[src/rtl/adder_pkg.sv]
// Shared types and sizing helpers for the chunked ripple adder.
package adder_pkg;

  typedef enum logic [1:0] {
    StIdle,
    StRun,
    StDone
  } state_e;

  function automatic int unsigned nchunk(int unsigned width, int unsigned chunk);
    return width / chunk;
  endfunction

  // Chunk index width; never narrower than one bit so NCHUNK==1 still has a register.
  function automatic int unsigned idx_width(int unsigned n);
    return (n <= 1) ? 1 : $clog2(n);
  endfunction

endpackage

[src/rtl/adder_slice.sv]
// Combinational CHUNK-bit ripple of full adders; c_msb is the carry into the top bit.
module adder_slice #(
  parameter int unsigned CHUNK = 4
) (
  input  logic [CHUNK-1:0] a,
  input  logic [CHUNK-1:0] b,
  input  logic             cin,
  output logic [CHUNK-1:0] s,
  output logic             cout,
  output logic             c_msb
);

  logic [CHUNK:0] c;

  always_comb begin
    c    = '0;
    s    = '0;
    c[0] = cin;
    for (int i = 0; i < int'(CHUNK); i++) begin
      s[i]   = a[i] ^ b[i] ^ c[i];
      c[i+1] = (a[i] & b[i]) | (c[i] & (a[i] ^ b[i]));
    end
  end

  assign cout  = c[CHUNK];
  assign c_msb = c[CHUNK-1];

endmodule

[src/rtl/seq_chunk_adder.sv]
// Multi-cycle adder: WIDTH-bit operands summed CHUNK bits per cycle via one carry register.
// Define ADDER_SUB_EN to add the sub port (a - b computed as a + ~b + 1).
module seq_chunk_adder
  import adder_pkg::*;
#(
  parameter int unsigned WIDTH = 16,
  parameter int unsigned CHUNK = 4
) (
  input  logic             clk,
  input  logic             rst,
  input  logic             in_valid,
  output logic             in_ready,
  input  logic [WIDTH-1:0] a,
  input  logic [WIDTH-1:0] b,
  input  logic             cin,
`ifdef ADDER_SUB_EN
  input  logic             sub,
`endif
  output logic             out_valid,
  input  logic             out_ready,
  output logic [WIDTH-1:0] sum,
  output logic             cout,
  output logic             ovf
);

  localparam int unsigned NCHUNK = nchunk(WIDTH, CHUNK);
  localparam int unsigned IW     = idx_width(NCHUNK);

  if ((CHUNK < 1) || ((WIDTH % CHUNK) != 0)) begin : g_bad_params
    $error("seq_chunk_adder: CHUNK must be >= 1 and divide WIDTH");
  end

  state_e           state_q, state_d;
  logic [WIDTH-1:0] a_q, b_q, sum_q, sum_d;
  logic             carry_q, cout_q, ovf_q;
  logic [IW-1:0]    idx_q;

  logic [WIDTH-1:0] b_eff;
  logic             cin_eff;
  logic [CHUNK-1:0] a_chunk, b_chunk, slice_s;
  logic             slice_cout, slice_cmsb;
  logic             last_chunk;

`ifdef ADDER_SUB_EN
  assign b_eff   = sub ? ~b : b;
  assign cin_eff = sub ? 1'b1 : cin;
`else
  assign b_eff   = b;
  assign cin_eff = cin;
`endif

  assign last_chunk = (idx_q == IW'(NCHUNK - 1));

  // Operand chunk select and sum chunk write-back, both steered by idx_q.
  always_comb begin
    a_chunk = '0;
    b_chunk = '0;
    sum_d   = sum_q;
    for (int i = 0; i < int'(NCHUNK); i++) begin
      if (idx_q == IW'(i)) begin
        a_chunk = a_q[i*CHUNK +: CHUNK];
        b_chunk = b_q[i*CHUNK +: CHUNK];
        sum_d[i*CHUNK +: CHUNK] = slice_s;
      end
    end
  end

  adder_slice #(
    .CHUNK(CHUNK)
  ) u_slice (
    .a    (a_chunk),
    .b    (b_chunk),
    .cin  (carry_q),
    .s    (slice_s),
    .cout (slice_cout),
    .c_msb(slice_cmsb)
  );

  always_ff @(posedge clk or posedge rst) begin
    if (rst) begin
      state_q <= StIdle;
    end else begin
      state_q <= state_d;
    end
  end

  always_comb begin
    state_d = state_q;
    unique case (state_q)
      StIdle:  if (in_valid) state_d = StRun;
      StRun:   if (last_chunk) state_d = StDone;
      StDone:  if (out_ready) state_d = StIdle;
      default: state_d = StIdle;
    endcase
  end

  always_comb begin
    in_ready  = (state_q == StIdle);
    out_valid = (state_q == StDone);
  end

  always_ff @(posedge clk or posedge rst) begin
    if (rst) begin
      a_q     <= '0;
      b_q     <= '0;
      sum_q   <= '0;
      carry_q <= 1'b0;
      cout_q  <= 1'b0;
      ovf_q   <= 1'b0;
      idx_q   <= '0;
    end else begin
      unique case (state_q)
        StIdle: begin
          if (in_valid) begin
            a_q     <= a;
            b_q     <= b_eff;
            carry_q <= cin_eff;
            idx_q   <= '0;
          end
        end
        StRun: begin
          sum_q   <= sum_d;
          carry_q <= slice_cout;
          idx_q   <= idx_q + IW'(1);
          if (last_chunk) begin
            cout_q <= slice_cout;
            ovf_q  <= slice_cout ^ slice_cmsb;
          end
        end
        default: ;
      endcase
    end
  end

  assign sum  = sum_q;
  assign cout = cout_q;
  assign ovf  = ovf_q;

endmodule

[config.mk]
export PLATFORM = sky130hd
export DESIGN_NAME = seq_chunk_adder
export DESIGN_NICKNAME = d
export VERILOG_FILES = /design/src/rtl/adder_pkg.sv /design/src/rtl/adder_slice.sv /design/src/rtl/seq_chunk_adder.sv
export SDC_FILE = /design/constraint.sdc
export NUM_CORES = 1
export LEC_CHECK = 0
export CAP_MARGIN = 0
export CELL_PAD_IN_SITES_DETAIL_PLACEMENT = 1
export CELL_PAD_IN_SITES_GLOBAL_PLACEMENT = 1
export CORE_ASPECT_RATIO = 1.4
export CORE_MARGIN = 10
export CORE_UTILIZATION = 30
export DETAILED_ROUTE_END_ITERATION = 8
export PLACE_DENSITY = 0.68
export SYNTH_ARGS = -nofsm -noshare
export SYNTH_HDL_FRONTEND = slang
export SYNTH_SLANG_ARGS = --single-unit
[constraint.sdc]
create_clock -name clk -period 4.23 [get_ports clk]
set_clock_uncertainty 0.1 [all_clocks]
set_input_delay 1.269 -clock clk [delete_from_list [all_inputs] [get_ports clk]]
set_output_delay 1.269 -clock clk [all_outputs]
set_load 0.01 [all_outputs]
== After elaboration in Yosys (flattened, before gate mapping) ==
Cells that the tools add are included.
Cells by class
  reductions and logical operators: 10
  add/subtract/negate cells: 1
  muxes and demuxes: 16
  bitwise gates (word level): 21
  equal/unequal tests: 8
Operators with widths (number)
  $mux 4: 8
  $reduce_and 2->1: 6
  $xor 1x1->1: 9
  $and 1x1->1: 8
  $mux 2: 4
  $eq 2x2->1 const B: 3
  $pmux 2 s3: 1
  $eq 2x1->1 const B: 2
  $logic_not 2->1: 2
  $ne 2x2->1 const B: 2
  $or 1x1->1: 4
  $pmux 2 s2: 1
  $reduce_and 3->1: 1
  $add 2x1->2 const B: 1
  $ne 2x1->1 const B: 1
  $pmux 1 s2: 1
  $reduce_bool 2->1: 1
  $mux 1: 1
Storage, ports and cells
  input bits: 37
  register bits after elaboration: 55
  word-level logic and storage cells: 67
  output and inout bits: 20

== Logic depth before layout (Yosys ltp) ==
Gate-level depths: netlist of the first run.
  word-level depth: 15
  depth in mapped cells: 13
  depth with buffers taken out: 12

== By module ==
From an unflattened synthesis of the first run, not the netlist that was laid out.
Second synthesis, totals
  cells, all modules: 190
  area total of the unflattened synthesis: 2665.1 sq um
Modules (own cells, without submodules)
  seq_chunk_adder: seq. area each 1376.3 sq um, times used 1, area each 2555.0 sq um, cells each 178
  adder_slice: seq. area each 0.0 sq um, times used 1, area each 110.1 sq um, cells each 12

== Worst setup path after synthesis of the first run ==
OpenSTA, ideal clock, no wires.
  path kind: flip-flop to flip-flop
  start point: reg idx_q[0]
  end point: reg sum_q[15] (netlist: sum[15])
  path buffers: 1
  slack: 728 ps
  setup time: 125 ps
  data required time: 4005 ps
  arrival time: 3277 ps
  cell stages (with the launch flop): 13
  clock period less this slack: 3502 ps
  cells stage by stage: dfrtp_1 inv_1 ha_1 or2_2 clkbuf_1 a221o_1 o211ai_1 fa_1 inv_1 fa_1 fa_1 fa_1 mux2_2
Between the ends
  longest elaborated chain between the ends: 13
  elaborated cells between the ends (all ways): 27
  those cells by class: 3 x eq/ne; 8 x mux; 14 x bitwise; 2 x reduce/logical
Ends and longest elaborated chain
  from (decl): line seq_chunk_adder.sv:36  | logic [IW-1:0] idx_q;
  from (signal assigned): line seq_chunk_adder.sv:124  | idx_q <= idx_q + IW'(1);
  $logic_not 2->1: line seq_chunk_adder.sv:60  | if (idx_q == IW'(i)) begin
  $mux 4 (4 in series): line seq_chunk_adder.sv:60
  $xor 1x1->1: line adder_slice.sv:21  | c[i+1] = (a[i] & b[i]) | (c[i] & (a[i] ^ b[i]));
  $and 1x1->1: line adder_slice.sv:21
  $or 1x1->1: line adder_slice.sv:21
  $and 1x1->1: line adder_slice.sv:21
  $or 1x1->1: line adder_slice.sv:21
  $and 1x1->1: line adder_slice.sv:21
  $or 1x1->1: line adder_slice.sv:21
  $xor 1x1->1 *: line adder_slice.sv:20  | s[i] = a[i] ^ b[i] ^ c[i];
  named net slice_s[3]: line seq_chunk_adder.sv:40  | logic [CHUNK-1:0] a_chunk, b_chunk, slice_s;
  to (signal assigned): line seq_chunk_adder.sv:122  | sum_q <= sum_d;
  to (decl): line seq_chunk_adder.sv:34  | logic [WIDTH-1:0] a_q, b_q, sum_q, sum_d;
Mark *: on every way through the listed nets, which the timed path passes. The rest lies on a longest branch.
A chain may end at the register's enable or synchronous reset.

== Worst setup path in the final report of the first run ==
Same ends and word-level chain as after synthesis.

==> results.cfg, run 1 <==
[sta]
hold_viol = 0
post-route-period-util_pct = 86.4
rsz0062_at_grt = false
tightest_slew_ps = 680
max_freq_mhz = 274
maxSlewHeadroom_pct = 54.7
setup-violations-final = 0
period_needed_ps = 3650
drv_slew = 0
finalSetupTns_ps = 0

[die]
std_cell_rows = 40
die_width_um = 98.9
core_area_um2 = 8560
die_y_um = 130
die_area_um2 = 12900
ios = 57
start_util_pct = 30.5

[setup_path]
cp.required_ps = 4310
endpoint_kind = flop
critPathKind = reg2reg
cp_common_cell = fa_1
slowest_stage = fa_1
cp_max_fo = 8
crit_chain = inv_1 -> ha_1 -> or2_2 -> a221o_1 -> o211ai_1 -> fa_1 -> inv_1 -> fa_1 -> fa_1 -> fa_1 -> mux2_2
crit_family = adder cells
arrival_ps = 3730
max_stage_delay_ps = 510
start_kind = flop
path_buf_inv = 2

[outcome]
status = finished, final reports clean

[detailed_routing]
ant_nets = 0
dr.pass1.iters = 4
avgViaCountPerCell = 4.66
routed_wl_um = 5980
drc_errors = 0
vias = 1623
post_drt_wl_per_cell_um = 17.2
drtIter0Drc = 32

[global_route]
antenna_found_initial = 0
grt_max_degree = 56
overflow = 0
grt_pass1_wl_um = 9960
grtUsageTotal_pct = 9.66
grt_pass1_vias = 1858

[cts]
cts_hold_buf = 0
htreeDepth = 2
cts_tree = built
cts_buffer_depth = 2
clock-sinks = 55
cts-root-buf = clkbuf_16
cts.clk_slew.worst_paths_ps = 70
cts_resized = 0
clk_latency_ps = 290
cts_setup_buffers = 0
cts_made_buffers = 5

[power]
power_leakage_nw = 1.45
p_per_area_nw_per_um2 = 881
ir_worst_vdd_mv = 0.330

[synth]
synth_top_family_by_area = multiplexers
yosysWarnings = 0
synth-compound-area-share_pct = 7.56
yosysSeqAreaShare_pct = 52.7
synthMuxAreaShare_pct = 23.7
ys_seq_elements = 55
async_flop_share_pct = 100
synth_edf_count = 0
synth_fa_ha_area_share_pct = 4.98
synth.net_count = 231
yosys.area_share.simple_pct = 5.79
syn-mean-instance-area_um2 = 14.1
synth_flop_cell = dfrtp_1
yosysUniqueCellTypes = 30
syn-instance-count = 186
synth-xor-area-share_pct = 0.335
synth_area_um2 = 2610

[place]
gp_congestion = 0.724
io_buffers = 56
dp_hpwl_um = 4660

[run]
drv_cap = 0

[finish]
antenna_cells = 0
layout-drive-gt1-share_pct = 24.3
num-nets-final = 287
area_delta_synth_final_pct = 29.6
final_util_pct = 39.6

[worst_hold_path]
worstHoldPathType = reg2reg
worst paths after layout:
kind,depth (start not counted),slack (ps),endpoint,startpoint
min in group asynchronous,3,1380,a_q[15]$_DFFE_PP0P_,rst
worst max-delay path,11,580,sum[15]$_DFFE_PP0P_,idx_q[0]$_DFFE_PP0P_
max in group asynchronous,3,2190,b_q[4]$_DFFE_PP0P_,rst
worst max register to register,11,580,sum[15]$_DFFE_PP0P_,idx_q[0]$_DFFE_PP0P_
worst min-delay path,2,380,sum[0]$_DFFE_PP0P_,sum[0]$_DFFE_PP0P_
worst min register to register,2,380,sum[0]$_DFFE_PP0P_,sum[0]$_DFFE_PP0P_
report_power, final:
part	switching, W	internal [W]	total (W)
clock network	0.000179	0.000252	0.000431
registers	0.000192	0.000805	0.000998
logic	0.000681	0.000874	0.00156
total	0.00105	0.00193	0.00298
cells by family after synthesis:
| group | count (synthesis) |
|---|---|
| multiplexers | 45 |
| flip-flops | 55 |
| adder cells (fa/ha/maj) | 8 |
| XOR/XNOR | 1 |
| buffers and inverters | 19 |
| AND/OR/NAND/NOR | 31 |
| AO/OA/AOI/OAI | 27 |
flip-flops by register name (all words and copies together) (netlist names):
signal and cells:
a_q 16, b_q 16, sum 16, idx_q 2, state_q 2, carry_q 1
cout 1, ovf 1
layer usage:
metal / wire length (um) / GRT usage (%)
met2: 3130 / 16.8
met5: 0 / 0
met3: 318 / 2.68
met1: 2420 / 10.7
met4: 109 / 4.31
cells in the final DEF (no fill, tap or decap), types with 4 or more instances in the layout:
| master | n |
|---|---|
| mux2_4 | 30 |
| fa_1 | 4 |
| clkbuf_16 | 5 |
| dfrtp_1 | 55 |
| inv_1 | 9 |
| nor2_1 | 10 |
| ha_1 | 4 |
| clkdlybuf4s50_1 | 56 |
| a221oi_1 | 10 |
| nand2_1 | 11 |
| nand3b_1 | 4 |
| mux2_2 | 15 |
| o21ai_0 | 7 |
final cells by class:
cell class	instances	area (um2)
Sequential cell	55	1380
Timing Repair Buffer	58	576
Fill cell	901	5170
Clock inverter	1	7.51
Inverter	10	37.5
Tap cell	105	131
Multi-Input combinational cell	112	1110
Clock buffer	7	153
worst reg2reg max path: stages (launching register included):
cell and delay [ps]:
dfrtp_1 410, inv_1 90, ha_1 290, or2_2 380
a221o_1 280, o211ai_1 130, fa_1 210, inv_1 50
fa_1 380, fa_1 430, fa_1 510, mux2_2 290
cells in the mapped netlist, drive strengths merged (3+ instances only):
library cell / n / area, um2
dfrtp: 55 / 1380
mux2: 45 / 619
nand2: 11 / 41.3
nor2: 11 / 43.8
a221oi: 10 / 87.6
inv: 10 / 37.5
o21ai: 7 / 35.0
buf: 6 / 81.3
fa: 4 / 80.1
ha: 4 / 50.1
nand3b: 4 / 30.0
clkbuf: 3 / 11.3
o22ai: 3 / 18.8
through the flow:
step / total power [W] / hold WS (ps) / instances / area (um2) / setup slack [ps]
3_3_place_gp: 0.00256 / 364 / 340 / 3230 / 670
3_5_place_dp: 0.00261 / 371 / 340 / 3230 / 577
2_1_floorplan: 0.00210 / 380 / 186 / 2610 / 728
5_1_grt: 0.00327 / 420 / 348 / 3390 / 351
4_1_cts: 0.00306 / 387 / 348 / 3390 / 561
6_report: 0.00298 / 379 / 348 / 3390 / 576
(Power assumes the default switching activity.)
==> inputs of run 2 (changes only) <==
--- a/config.mk
+++ b/config.mk
@@ -13,6 +13,8 @@
 export CORE_UTILIZATION = 30
 export DETAILED_ROUTE_END_ITERATION = 8
 export PLACE_DENSITY = 0.68
+export SLEW_MARGIN = 30
 export SYNTH_ARGS = -nofsm -noshare
 export SYNTH_HDL_FRONTEND = slang
+export SYNTH_HIERARCHICAL = 1
 export SYNTH_SLANG_ARGS = --single-unit
==> results.cfg, run 2 <==
[outcome]
status = finished, final reports clean

[setup_path]
r2r_start = idx_q[1]$_DFFE_PP0P_
cp_max_fo = 11
critPathKind = reg2reg
endpoint_kind = flop
r2r_slack_ps = 810
arrival_ps = 3500
cp.required_ps = 4320
start_kind = flop
critPathLaunch = idx_q[1]$_DFFE_PP0P_

[detailed_routing]
drtIter0Drc = 46
avgViaCountPerCell = 4.69
dr.pass1.iters = 2
routed_wl_um = 6120
post_drt_wl_per_cell_um = 17.3
ant_nets = 0
vias = 1656
drc_errors = 0

[die]
ios = 57
std_cell_rows = 40
die_y_um = 132
die_area_um2 = 13100
core_area_um2 = 8610
start_util_pct = 31.0
die_width_um = 99.7

[finish]
final_util_pct = 40.1
fillers = 932
final_common_cell = clkdlybuf4s50_1
area_delta_synth_final_pct = 29.6
num-nets-final = 292
layout-drive-gt1-share_pct = 25.4
antenna_cells = 0
most-common-layout-cells = 56 x clkdlybuf4s50_1, 55 x dfrtp_1, 30 x mux2_4

[sta]
max_freq_mhz = 293
holdWs_ps = 406
maxSlewHeadroom_pct = 54.5
rsz0062_at_grt = false
setup-violations-final = 0
post-route-period-util_pct = 80.8
hold_viol = 0
period_needed_ps = 3420
tightest_slew_ps = 683
finalSetupTns_ps = 0
drv_slew = 0

[cts]
cts_setup_buffers = 0
cts_buffer_depth = 2
clk_latency_ps = 300
htreeDepth = 2
clock-sinks = 55
cts_hold_buf = 0
cts_resized = 0
cts_made_buffers = 5
cts.clk_slew.worst_paths_ps = 70
cts_tree = built
cts-root-buf = clkbuf_16

[synth]
synth_common_cells = 55 x dfrtp_1, 30 x mux2_4, 20 x mux2_2, 16 x inv_1, 9 x nand2_1
synth_flop_cell = dfrtp_1
yosysUniqueCellTypes = 30
synth.area.top_cells = dfrtp_1 52%, mux2_4 17%, mux2_2 8.5%
synth-xor-area-share_pct = 0.329
ys_seq_elements = 55
yosysTopAreaCell = dfrtp_1
syn-mean-instance-area_um2 = 14.0
yosysTopAreaCellShare_pct = 51.6
synthMuxAreaShare_pct = 25.7
synth.net_count = 235
synth_edf_count = 0
synth-compound-area-share_pct = 5.73
synth_top_family_by_area = multiplexers
synth_area_um2 = 2670
yosysSeqAreaShare_pct = 51.6
yosysWarnings = 6
async_flop_share_pct = 100
syn-instance-count = 190
yosysMostFrequentCell = dfrtp_1
yosys.area_share.simple_pct = 6.24
synth_fa_ha_area_share_pct = 4.88

[worst_hold_path]
hold_start = ovf$_DFFE_PP0P_
worstHoldPathType = reg2reg

[place]
io_buffers = 56
dp_hpwl_um = 4670
gp_congestion = 0.743

[global_route]
antenna_found_initial = 0
overflow = 0
grt_pass1_wl_um = 10000
grt_pass1_vias = 1924
grtUsageTotal_pct = 9.65
grt_max_degree = 56

[run]
drv_cap = 0

[power]
p_per_area_nw_per_um2 = 904
ir_worst_vdd_mv = 0.341
power_leakage_nw = 1.50
[run 2: cells by family after synthesis]
group                      Yosys count
DFF                                 55
muxes                               51
and+or+nand+nor                     31
buffers and inverters               23
AOI/OAI and AO/OA                   21
adders and majority gates            8
xor gates and xnor gates             1
[run 2: worst max-delay path, stage by stage, from the launching register on]
cell      delay (ps)
dfrtp_1          400
ha_1             390
nand2b_1         240
o22ai_1          130
a31oi_1          210
fa_1             200
inv_1             50
fa_1             370
fa_1             370
inv_1            100
fa_1             460
mux2_2           280
[run 2: stage by stage]
stage	total power, W	instances	worst slack, ps	cell area, um2
floorplan	0.00215	190	1030	2670
global placement	0.00266	345	887	3280
detailed placement	0.00269	345	805	3280
CTS	0.00319	353	786	3450
global route	0.00340	353	509	3450
finish	0.00312	353	814	3450
[run 2: final cells by class]
class | instances | area (um2) | area share, %
Clock buffer | 6 | 139 | 4.02
Clock inverter | 2 | 35.0 | 1.01
Inverter | 16 | 60.1 | 1.74
Multi-Input combinational cell | 112 | 1140 | 33.1
Sequential cell | 55 | 1380 | 39.9
Tap cell | 105 | 131 | 3.80
Timing Repair Buffer | 57 | 568 | 16.4
[run 2: power by group]
group / internal [W] / leakage, nW / switching [W]
combinational: 0.000894 / 0.764 / 0.000754
sequential: 0.000809 / 0.653 / 0.000187
clock: 0.000295 / 0.0868 / 0.000185
[run 2: final timing paths]
check / end / depth (start not counted)
max: sum[3]$_DFFE_PP0P_ / 11
max in group asynchronous: cout$_DFFE_PP0P_ / 3
min in group asynchronous: a_q[15]$_DFFE_PP0P_ / 3
min reg2reg: ovf$_DFFE_PP0P_ / 2
min: ovf$_DFFE_PP0P_ / 2
max reg2reg: sum[3]$_DFFE_PP0P_ / 11
[run 2: per-layer routing]
metal  GRT usage (%)  vias to the layer above  part of all wire (%)
met5               0                        -                     0
met4            4.71                        0                   2.2
met3            2.52                        9                   3.8
met2            17.5                       32                    56
met1            9.83                      838                    38
li1                -                      777                     -
